## src/rtl/dmem_access_unit_pkg.sv

```systemverilog
// Shared constants for the memory-stage data-access unit: word width,
// load/store funct3 codes, FSM state encodings and access-size decode.
package dmem_access_unit_pkg;

  localparam int WORD_SIZE = 32;

  // Load/store funct3 codes (stores reuse the signed load codes)
  localparam logic [2:0] F3_LB  = 3'b000;
  localparam logic [2:0] F3_LH  = 3'b001;
  localparam logic [2:0] F3_LBU = 3'b100;
  localparam logic [2:0] F3_LHU = 3'b101;

  // FSM state encodings
  localparam logic [1:0] ST_IDLE = 2'd0;
  localparam logic [1:0] ST_REQ  = 2'd1;
  localparam logic [1:0] ST_WAIT = 2'd2;
  localparam logic [1:0] ST_DONE = 2'd3;

  typedef enum logic [1:0] {
    SZ_BYTE = 2'd0,
    SZ_HALF = 2'd1,
    SZ_WORD = 2'd2
  } acc_size_e;

  // funct3[1:0] carries the size; the unlisted 011/110/111 fall to word.
  function automatic acc_size_e access_size(input logic [2:0] funct3);
    case (funct3[1:0])
      2'b00:   return SZ_BYTE;
      2'b01:   return SZ_HALF;
      default: return SZ_WORD;
    endcase
  endfunction

endpackage

```

## src/rtl/dmem_access_unit_if.sv

```systemverilog
// Request/grant/response bus between the access unit and data memory.
interface dmem_access_unit_if;
  import dmem_access_unit_pkg::*;

  logic                 memReq;
  logic                 memWe;
  logic [WORD_SIZE-1:0] memAddr;
  logic [WORD_SIZE-1:0] memWdata;
  logic [3:0]           memBe;
  logic                 memGnt;
  logic                 memRvalid;
  logic [WORD_SIZE-1:0] memRdata;

  modport master (
    output memReq, memWe, memAddr, memWdata, memBe,
    input  memGnt, memRvalid, memRdata
  );

  modport slave (
    input  memReq, memWe, memAddr, memWdata, memBe,
    output memGnt, memRvalid, memRdata
  );

endinterface

```

## src/rtl/dmem_access_unit_load_formatter.sv

```systemverilog
// Combinational load formatter: picks the byte/half lane by offset and
// sign- or zero-extends it; word accesses pass straight through.
module dmem_access_unit_load_formatter
  import dmem_access_unit_pkg::*;
(
  input  logic [WORD_SIZE-1:0] rdata_i,
  input  logic [1:0]           offset_i,
  input  logic [2:0]           funct3_i,
  output logic [WORD_SIZE-1:0] result_o
);

  logic [7:0]  byte_sel;
  logic [15:0] half_sel;

  // Lane selection followed by extension according to funct3.
  always_comb begin
    case (offset_i)
      2'd0:    byte_sel = rdata_i[7:0];
      2'd1:    byte_sel = rdata_i[15:8];
      2'd2:    byte_sel = rdata_i[23:16];
      default: byte_sel = rdata_i[31:24];
    endcase
    half_sel = offset_i[1] ? rdata_i[31:16] : rdata_i[15:0];
    case (funct3_i)
      F3_LB:   result_o = {{24{byte_sel[7]}}, byte_sel};
      F3_LBU:  result_o = {24'd0, byte_sel};
      F3_LH:   result_o = {{16{half_sel[15]}}, half_sel};
      F3_LHU:  result_o = {16'd0, half_sel};
      default: result_o = rdata_i;
    endcase
  end

endmodule

```

## src/rtl/dmem_access_unit.sv

```systemverilog
// Memory-stage data-access unit: accepts an aligned load/store from the
// EX/MEM register, runs the req/gnt/rvalid handshake and stalls the
// pipeline until done, then hands formatted load data to writeback.
//
// state | meaning
// IDLE  | waiting for an aligned access; misaligned ones fault here
// REQ   | memReq held with stable fields until memGnt
// WAIT  | load granted, waiting for memRvalid
// DONE  | access complete, stall released, readValidW pulses for loads
module dmem_access_unit
  import dmem_access_unit_pkg::*;
(
  input  logic                 clk,
  input  logic                 rst,
  input  logic                 validM_i,
  input  logic                 memReadM_i,
  input  logic                 memWriteM_i,
  input  logic [2:0]           funct3M_i,
  input  logic [WORD_SIZE-1:0] aluOutM_i,
  input  logic [WORD_SIZE-1:0] writeDataM_i,
  output logic                 stallM_o,
  output logic                 misalignedM_o,
  output logic [WORD_SIZE-1:0] readDataW_o,
  output logic                 readValidW_o,
  dmem_access_unit_if.master   mem
);

  logic [1:0]           state_q, state_d;
  logic                 mem_req_q, mem_we_q;
  logic [WORD_SIZE-1:0] mem_addr_q, mem_wdata_q;
  logic [3:0]           mem_be_q;
  logic [2:0]           funct3_q;
  logic [1:0]           offset_q;
  logic [WORD_SIZE-1:0] read_data_q;
  logic                 read_valid_q;

  acc_size_e            size;
  logic                 access_req, misaligned, accept;
  logic [3:0]           be_d;
  logic [WORD_SIZE-1:0] wdata_d;
  logic [WORD_SIZE-1:0] load_fmt;

  // Lane steering and alignment check on the incoming M-stage access.
  always_comb begin
    size       = access_size(funct3M_i);
    access_req = validM_i && (memReadM_i || memWriteM_i);
    case (size)
      SZ_BYTE: begin
        be_d       = 4'b0001 << aluOutM_i[1:0];
        wdata_d    = {4{writeDataM_i[7:0]}};
        misaligned = 1'b0;
      end
      SZ_HALF: begin
        be_d       = aluOutM_i[1] ? 4'b1100 : 4'b0011;
        wdata_d    = {2{writeDataM_i[15:0]}};
        misaligned = aluOutM_i[0];
      end
      default: begin
        be_d       = 4'b1111;
        wdata_d    = writeDataM_i;
        misaligned = |aluOutM_i[1:0];
      end
    endcase
    accept        = (state_q == ST_IDLE) && access_req && !misaligned;
    misalignedM_o = (state_q == ST_IDLE) && access_req && misaligned;
    stallM_o      = accept || (state_q == ST_REQ) || (state_q == ST_WAIT);
  end

  // Next-state logic; stray gnt/rvalid outside REQ/WAIT fall through.
  always_comb begin
    state_d = state_q;
    case (state_q)
      ST_IDLE: if (accept) state_d = ST_REQ;
      ST_REQ:  if (mem.memGnt) state_d = mem_we_q ? ST_DONE : ST_WAIT;
      ST_WAIT: if (mem.memRvalid) state_d = ST_DONE;
      default: state_d = ST_IDLE;
    endcase
  end

  // State, request fields and writeback registers.
  always_ff @(posedge clk or posedge rst) begin
    if (rst) begin
      state_q      <= ST_IDLE;
      mem_req_q    <= 1'b0;
      mem_we_q     <= 1'b0;
      mem_addr_q   <= '0;
      mem_wdata_q  <= '0;
      mem_be_q     <= 4'b0000;
      funct3_q     <= 3'b000;
      offset_q     <= 2'b00;
      read_data_q  <= '0;
      read_valid_q <= 1'b0;
    end else begin
      state_q      <= state_d;
      read_valid_q <= 1'b0;
      if (accept) begin
        mem_req_q   <= 1'b1;
        mem_we_q    <= !memReadM_i;
        mem_addr_q  <= {aluOutM_i[WORD_SIZE-1:2], 2'b00};
        mem_wdata_q <= wdata_d;
        mem_be_q    <= be_d;
        funct3_q    <= funct3M_i;
        offset_q    <= aluOutM_i[1:0];
      end else if (state_q == ST_REQ && mem.memGnt) begin
        mem_req_q <= 1'b0;
      end
      if (state_q == ST_WAIT && mem.memRvalid) begin
        read_data_q  <= load_fmt;
        read_valid_q <= 1'b1;
      end
    end
  end

  dmem_access_unit_load_formatter u_load_formatter (
    .rdata_i  (mem.memRdata),
    .offset_i (offset_q),
    .funct3_i (funct3_q),
    .result_o (load_fmt)
  );

  assign mem.memReq   = mem_req_q;
  assign mem.memWe    = mem_we_q;
  assign mem.memAddr  = mem_addr_q;
  assign mem.memWdata = mem_wdata_q;
  assign mem.memBe    = mem_be_q;
  assign readDataW_o  = read_data_q;
  assign readValidW_o = read_valid_q;

endmodule

```

## src/flat_wrapper.sv

```systemverilog
// flat-port wrapper written by rule: the top's interface ports become plain ports
module dmem_access_unit_flat import dmem_access_unit_pkg::*;
  (clk, rst, validM_i, memReadM_i, memWriteM_i, funct3M_i, aluOutM_i, writeDataM_i, stallM_o, misalignedM_o, readDataW_o, readValidW_o, mem_memReq, mem_memWe, mem_memAddr, mem_memWdata, mem_memBe, mem_memGnt, mem_memRvalid, mem_memRdata);
  dmem_access_unit_if mem_i ();
  input  logic clk;
  input  logic rst;
  input  logic validM_i;
  input  logic memReadM_i;
  input  logic memWriteM_i;
  input  logic [2:0] funct3M_i;
  input  logic [WORD_SIZE-1:0] aluOutM_i;
  input  logic [WORD_SIZE-1:0] writeDataM_i;
  output logic stallM_o;
  output logic misalignedM_o;
  output logic [WORD_SIZE-1:0] readDataW_o;
  output logic readValidW_o;
  output wire logic [$bits(mem_i.memReq)-1:0] mem_memReq;
  output wire logic [$bits(mem_i.memWe)-1:0] mem_memWe;
  output wire logic [$bits(mem_i.memAddr)-1:0] mem_memAddr;
  output wire logic [$bits(mem_i.memWdata)-1:0] mem_memWdata;
  output wire logic [$bits(mem_i.memBe)-1:0] mem_memBe;
  input wire logic [$bits(mem_i.memGnt)-1:0] mem_memGnt;
  input wire logic [$bits(mem_i.memRvalid)-1:0] mem_memRvalid;
  input wire logic [$bits(mem_i.memRdata)-1:0] mem_memRdata;
  assign mem_memReq = mem_i.memReq;
  assign mem_memWe = mem_i.memWe;
  assign mem_memAddr = mem_i.memAddr;
  assign mem_memWdata = mem_i.memWdata;
  assign mem_memBe = mem_i.memBe;
  assign mem_i.memGnt = mem_memGnt;
  assign mem_i.memRvalid = mem_memRvalid;
  assign mem_i.memRdata = mem_memRdata;
  dmem_access_unit u_core (.clk(clk), .rst(rst), .validM_i(validM_i), .memReadM_i(memReadM_i), .memWriteM_i(memWriteM_i), .funct3M_i(funct3M_i), .aluOutM_i(aluOutM_i), .writeDataM_i(writeDataM_i), .stallM_o(stallM_o), .misalignedM_o(misalignedM_o), .readDataW_o(readDataW_o), .readValidW_o(readValidW_o), .mem(mem_i));
endmodule
```

## config.mk

```make
export PLATFORM = sky130hd
export DESIGN_NAME = dmem_access_unit_flat
export DESIGN_NICKNAME = d
export VERILOG_FILES = /design/src/rtl/dmem_access_unit_pkg.sv /design/src/rtl/dmem_access_unit_if.sv /design/src/rtl/dmem_access_unit_load_formatter.sv /design/src/rtl/dmem_access_unit.sv /design/src/flat_wrapper.sv
export SDC_FILE = /design/constraint.sdc
export NUM_CORES = 1
export LEC_CHECK = 0
export ABC_AREA = 0
export CORE_MARGIN = 2
export CORE_UTILIZATION = 35
export DETAILED_ROUTE_END_ITERATION = 16
export PLACE_DENSITY_LB_ADDON = 0.05
export REMOVE_ABC_BUFFERS = 1
export SYNTH_ARGS = -nofsm -noshare
export SYNTH_HDL_FRONTEND = slang
export SYNTH_HIERARCHICAL = 1
export SYNTH_SLANG_ARGS = --single-unit
```

## constraint.sdc

```tcl
create_clock -name clk -period 4.15 [get_ports clk]
set_clock_uncertainty 0.2 [all_clocks]
set_input_delay 0.6225 -clock clk [delete_from_list [all_inputs] [get_ports clk]]
set_output_delay 0.6225 -clock clk [all_outputs]
set_load 0.01 [all_outputs]
```

==> results of run 1 <==
==> worst register-to-register path: cells and delay by family (launching register included) <==
kind	cells	cell delay, ps
mux	2	670
flops	1	730
compound gates	2	850
==> per-layer routing <==
layer	vias up	global-route usage [%]	share of wire (%)	wire, um
met1	2243	24.04	42	6655
met2	134	32.18	49	7681
met4	0	7.097	1.5	233
met3	15	5.533	7.1	1113
li1	2304	-	-	-
met5	-	0	0	0
==> synth_stat cells (2+ instances only) <==
| master | n | area share (%) |
|---|---|---|
| mux2_2 | 32 | 6.6 |
| a221oi_1 | 2 | 0.32 |
| a311oi_1 | 7 | 1.1 |
| o221ai_1 | 3 | 0.48 |
| nand2b_1 | 2 | 0.23 |
| buf_6 | 6 | 1.2 |
| a221o_1 | 3 | 0.55 |
| dfrtp_1 | 108 | 49 |
| inv_1 | 16 | 1.1 |
| mux2_1 | 2 | 0.41 |
| buf_1 | 5 | 0.34 |
| buf_4 | 3 | 0.41 |
| o21ai_0 | 27 | 2.5 |
| o221ai_2 | 4 | 1.1 |
| mux2_4 | 2 | 0.55 |
| nor2b_1 | 10 | 1.1 |
| mux4_1 | 7 | 3.4 |
| a21oi_1 | 24 | 2.2 |
| nor2_1 | 38 | 2.6 |
| o32ai_1 | 2 | 0.32 |
| ha_1 | 4 | 0.91 |
| o22ai_1 | 16 | 1.8 |
| buf_2 | 8 | 0.73 |
| nand2_1 | 168 | 12 |
| a211oi_1 | 2 | 0.27 |
| mux2i_1 | 26 | 4.8 |
| or2_2 | 2 | 0.23 |
| clkbuf_1 | 21 | 1.4 |
==> state kept, by name (all words and copies together), names as in the netlist <==
register             cells
u_core/readValidW_o      1
u_core/mem.memBe         4
u_core/mem.memWdata     32
u_core/state_q           2
u_core/offset_q          2
u_core/mem.memReq        1
u_core/mem.memAddr      30
u_core/readDataW_o      32
u_core/funct3_q          3
u_core/mem.memWe         1
==> power breakdown <==
part / internal, mW / switching [mW] / leakage, nW
sequential: 1.55 / 0.336 / 1.33
combinational: 1.52 / 1.29 / 2.10
clock: 0.473 / 0.392 / 0.152
==> worst paths after layout <==
| path | end | slack [ps] | cells after the start |
|---|---|---|---|
| min in group asynchronous | u_core/mem.memAddr[29] | 490 | 2 |
| worst max register to register | u_core/readDataW_o[9] | 1590 | 4 |
| max in group asynchronous | u_core/mem.memAddr[15] | 2470 | 3 |
| worst min-delay path | u_core/mem.memAddr[9] | 280 | 2 |
| worst min register to register | u_core/mem.memAddr[9] | 280 | 2 |
| worst max-delay path | stallM_o | 880 | 5 |
==> cell families (layout without fill, tap and decap cells) <==
kind of cell / after synthesis / count (layout) / synth area share, %
compound gates: 98 / 98 / 12.23
xor+xnor: 1 / 1 / 0.1600
fa+ha+maj: 4 / 4 / 0.9143
buf+inv: 61 / 253 / 5.394
flops: 108 / 108 / 49.37
mux: 69 / 69 / 15.66
other cells: 1 / 2 / 0.06851
simple gates: 224 / 224 / 16.21
==> final cells by class <==
class	count	area (um^2)	area share (%)
multi-input cells	398	2492	31.13
well taps	211	264.0	3.298
flip-flops and latches	108	2703	33.76
clock buffers	13	280.3	3.501
repair buffers	219	2177	27.20
clock inverters	3	18.77	0.2344
inverters	18	70.07	0.8753
==> flow_summary.json, run 1 <==
{
  "relSlewSlack_pct": 46.32,
  "synth-warning-count": 6,
  "cp.arrival_ps": 2450,
  "drc": 0,
  "cellPowerDensity_nw_per_um2": 693.8,
  "io_pins": 211,
  "post_cts_buffers": 0,
  "die_h_um": 129.1,
  "layout-area-overhead-vs-synth_pct": 46.24,
  "via_per_inst": 4.841,
  "critPathBufInv": 3,
  "slew_viol_final": 0,
  "clk_latency_ps": 350,
  "fin_ws_ps": 877.9,
  "ir_drop_mv": 0.3159,
  "setup_viol": 0,
  "hold_class": "reg2reg",
  "cts_tree": "built",
  "num_vias": 4696,
  "max_stage_delay_ps": 510,
  "syn-cell-area_um2": 5474,
  "worstMarginPinSlew_ps": 802.2,
  "dp_cells": 954,
  "row_count": 45,
  "cp-start-kind": "input pin",
  "cp_max_fo": 33,
  "cts_buffers": 9,
  "totalWireLength_mm": 15.68,
  "r2r-start": "u_core/offset_q[0]",
  "cp_top_family": "buffers and inverters",
  "drv_cap": 0,
  "mostFrequentLayoutCells": "clkdlybuf4s50_1 (208), nand2_1 (168), dfrtp_1 (108)",
  "crit_top_cell": "clkdlybuf4s50_1",
  "critPathLaunch": "funct3M_i[1]",
  "grt_pass1_wl_mm": 25.26,
  "layout-drive-gt1-share_pct": 9.486,
  "leakagePower_nw": 3.576,
  "n_antenna_cell": 0,
  "post_drt_wl_per_cell_um": 16.17,
  "grtUsageTotal_pct": 19.33,
  "dr.pass1.iters": 6,
  "hp-start": "u_core/mem.memAddr[9]",
  "htreeDepth": 3,
  "synth-edff-count": 0,
  "fillerInstances": 1429,
  "min_period_ps": 3272,
  "clock.fmax_mhz": 305.6,
  "final_common_cell": "clkdlybuf4s50_1",
  "place_area_um2": 7706,
  "syn_avg_cell_area_um2": 9.671,
  "dieArea_um2": 16660,
  "hold_buffers": 0,
  "fin_crit_sh_pct": 78.85,
  "cts_resized": 0,
  "synth.distinct_cells": 44,
  "root_buffer": "clkbuf_16",
  "required_ps": 3330,
  "synthArstFlopShare_pct": 100.0,
  "yosysSeqAreaShare_pct": 49.37,
  "setup_tns_ps": 0,
  "final_antenna_net_count": 0,
  "cts.clk_slew.worst_paths_ps": 60,
  "dp_slack_ps": 871.0,
  "fin_util_pct": 52.46,
  "grt_pass1_vias": 4970,
  "place.gp.congestion": 0.7170,
  "die_w_um": 129.1,
  "synthCells": 566,
  "rsz0062_at_grt": "no",
  "cts.sinks": 108,
  "start_util_pct": 35.88,
  "status": "finished, final reports clean",
  "worstSetupPathType": "in2out",
  "power.total_mw": 5.554,
  "grt_start_max_net_pins": 66,
  "antenna_found_initial": 0,
  "grt_remaining_overflow": 0,
  "cp_slowest_cell": "clkdlybuf4s50_1",
  "layout.cells.non_filler": 970,
  "clk_path_buf_depth": 2,
  "synth_seq_cells": 108,
  "post-route-cell-area_um2": 8005,
  "crit_path_end_kind": "output pin",
  "numPortBuffers": 208,
  "ys.flop_type": "dfrtp_1",
  "cp_cell_sequence": "clkdlybuf4s50_1 > buf_4 > a221oi_4 > or3_1 > clkdlybuf4s50_1",
  "core_area_um2": 15260,
  "dp_hpwl_mm": 11.01,
  "finalHoldViolations": 0,
  "drt_iter0_drc": 199,
  "nets": 864,
  "holdWs_ps": 276.8
}
No activity file was read; power rests on OpenSTA's default activity.
==> run 2, diff against run 1 <==
==> constraint.sdc (replaced) <==
create_clock -name clk -period 2.93 [get_ports clk]
set_clock_uncertainty 0.2 [all_clocks]
set_input_delay 0.4395 -clock clk [delete_from_list [all_inputs] [get_ports clk]]
set_output_delay 0.4395 -clock clk [all_outputs]
set_load 0.01 [all_outputs]
==> run 2 against run 1 <==
Effect of this change: combinational power increased by 46%; critical endpoint is now u_core/state_q[1]; largest power group unchanged; non-clock buffer count up 11; worst hold slack lost 0.71 ps; largest cell class unchanged; register-to-register slack worse by 1400 ps.
==> flow_summary.json, run 2 (synthesis results as in run 1) <==
{
  "status": "finished, final reports clean",
  "fin_crit_sh_pct": 92.54,
  "start_util_pct": 35.88,
  "multi_input_area_um2": 2492,
  "p_seq_share_pct": 32.6,
  "worstMarginPinSlew_ps": 653.8,
  "dp_hpwl_mm": 11.38,
  "row_count": 45,
  "clk_path_buf_depth": 2,
  "layout-area-overhead-vs-synth_pct": 48.27,
  "clock.fmax_mhz": 368.8,
  "place.gp.congestion": 0.7554,
  "dp_slack_ps": 6.654,
  "rsz0062_at_grt": "no",
  "setup_viol": 0,
  "required_ps": 2960,
  "drt_iter0_drc": 192,
  "htreeDepth": 3,
  "post_drt_wl_per_cell_um": 16.41,
  "grt_start_max_net_pins": 95,
  "final_common_cell": "clkdlybuf4s50_1",
  "post_cts_buffers": 0,
  "grt_remaining_overflow": 0,
  "cp_cell_sequence": "inv_1 > ha_1 > o211ai_1 > buf_4 > a221o_2 > a222oi_1 > mux2_1",
  "switchingPower_mw": 2.880,
  "holdWs_ps": 276.1,
  "root_buffer": "clkbuf_16",
  "core_area_um2": 15260,
  "cp.arrival_ps": 2740,
  "layout-drive-gt1-share_pct": 10.65,
  "antenna_found_initial": 0,
  "fin_ws_ps": 218.7,
  "cell_internal_pwr_mw": 5.146,
  "grtUsageTotal_pct": 19.60,
  "cts.sinks": 108,
  "final_antenna_net_count": 0,
  "dr.pass1.iters": 4,
  "comb_power_share_pct": 51.1,
  "cellPowerDensity_nw_per_um2": 988.9,
  "cp-start-kind": "flip-flop",
  "num_vias": 4776,
  "grt_pass1_vias": 4921,
  "n_antenna_cell": 0,
  "io_pins": 211,
  "leakagePower_nw": 3.639,
  "die_w_um": 129.1,
  "cp_slowest_cell": "a222oi_1",
  "finalHoldViolations": 0,
  "layout.cells.non_filler": 981,
  "min_period_ps": 2711,
  "via_per_inst": 4.869,
  "ir_drop_mv": 0.4309,
  "worstSetupPathType": "reg2reg",
  "clk_latency_ps": 350,
  "fillerInstances": 1449,
  "fin_util_pct": 53.19,
  "grt_pass1_wl_mm": 25.44,
  "dp_cells": 965,
  "die_h_um": 129.1,
  "cts.clk_slew.worst_paths_ps": 70,
  "numPortBuffers": 208,
  "nets": 875,
  "sw_frac_of_total_pct": 35.88,
  "drv_cap": 0,
  "hold_class": "in2async",
  "totalWireLength_mm": 16.10,
  "slew_viol_final": 0,
  "clockPowerShare_pct": 16.3,
  "seqCellArea_um2": 2703,
  "dieArea_um2": 16660,
  "cts_tree": "built",
  "crit_path_end_kind": "flip-flop",
  "max_stage_delay_ps": 450,
  "relSlewSlack_pct": 56.41,
  "cts_buffers": 9,
  "mostFrequentLayoutCells": "clkdlybuf4s50_1 (206), nand2_1 (168), dfrtp_1 (108)",
  "drc": 0,
  "cp_max_fo": 9
}
[run 2: what timing repair did]
item                       4_1_cts  5_1_grt
resized for setup                2        0
hold buffers                     0        0
setup endpoints to repair        1        0
[run 2: critical path, delay by kind of cell, from the launching register on]
kind | cells | cell delay [ps]
buffers and inverters | 2 | 340
AOI/OAI and AO/OA | 3 | 1020
muxes | 1 | 390
DFF | 1 | 430
adders and majority gates | 1 | 220
[run 2: power by group through the flow]
stage	combinational [mW]	sequential, mW	clock, mW
global route	4.47	2.71	1.42
detailed placement	4.16	2.64	0
finish	4.10	2.62	1.31
CTS	4.17	2.63	1.36
floorplan	1.62	2.95	0
global placement	4.07	2.62	0
[run 2: path summary, 6_finish.rpt]
path                                   startpoint                     end  slack, ps  cells after the start
max                             u_core/state_q[1]       u_core/state_q[1]        220                      7
min                                           rst   u_core/mem.memAddr[8]        280                      2
max reg2reg                     u_core/state_q[1]       u_core/state_q[1]        220                      7
min reg2reg                u_core/mem.memAddr[29]  u_core/mem.memAddr[29]        280                      2
max in group asynchronous                     rst  u_core/readDataW_o[30]       1580                      3
min in group clk           u_core/mem.memAddr[29]  u_core/mem.memAddr[29]        280                      2
[run 2: area by class of cell]
type / instances / area share [%]
clock buffer: 10 / 2.821
timing repair buffer: 230 / 27.96
multi-input combinational: 398 / 30.71
sequential: 108 / 33.30
clock inverter: 6 / 1.094
tap: 211 / 3.253
inverter: 18 / 0.8633
[run 2: layer usage]
layer,track usage (%),vias to the layer above,wire [um]
met5,0,-,0
met4,5.307,0,218
met3,7.845,18,1405
met2,33.92,155,7979
met1,22.64,2282,6492
li1,-,2321,-
[run 2: through the flow]
step                      area (um^2)  power [mW]  TNS, ps
after floorplan                  5250       4.572   -69240
after global placement           7801       6.689        0
after detailed placement         7801       6.805        0
after CTS                        8117       8.154        0
after global routing             8117       8.605        0
final                            8117       8.026        0
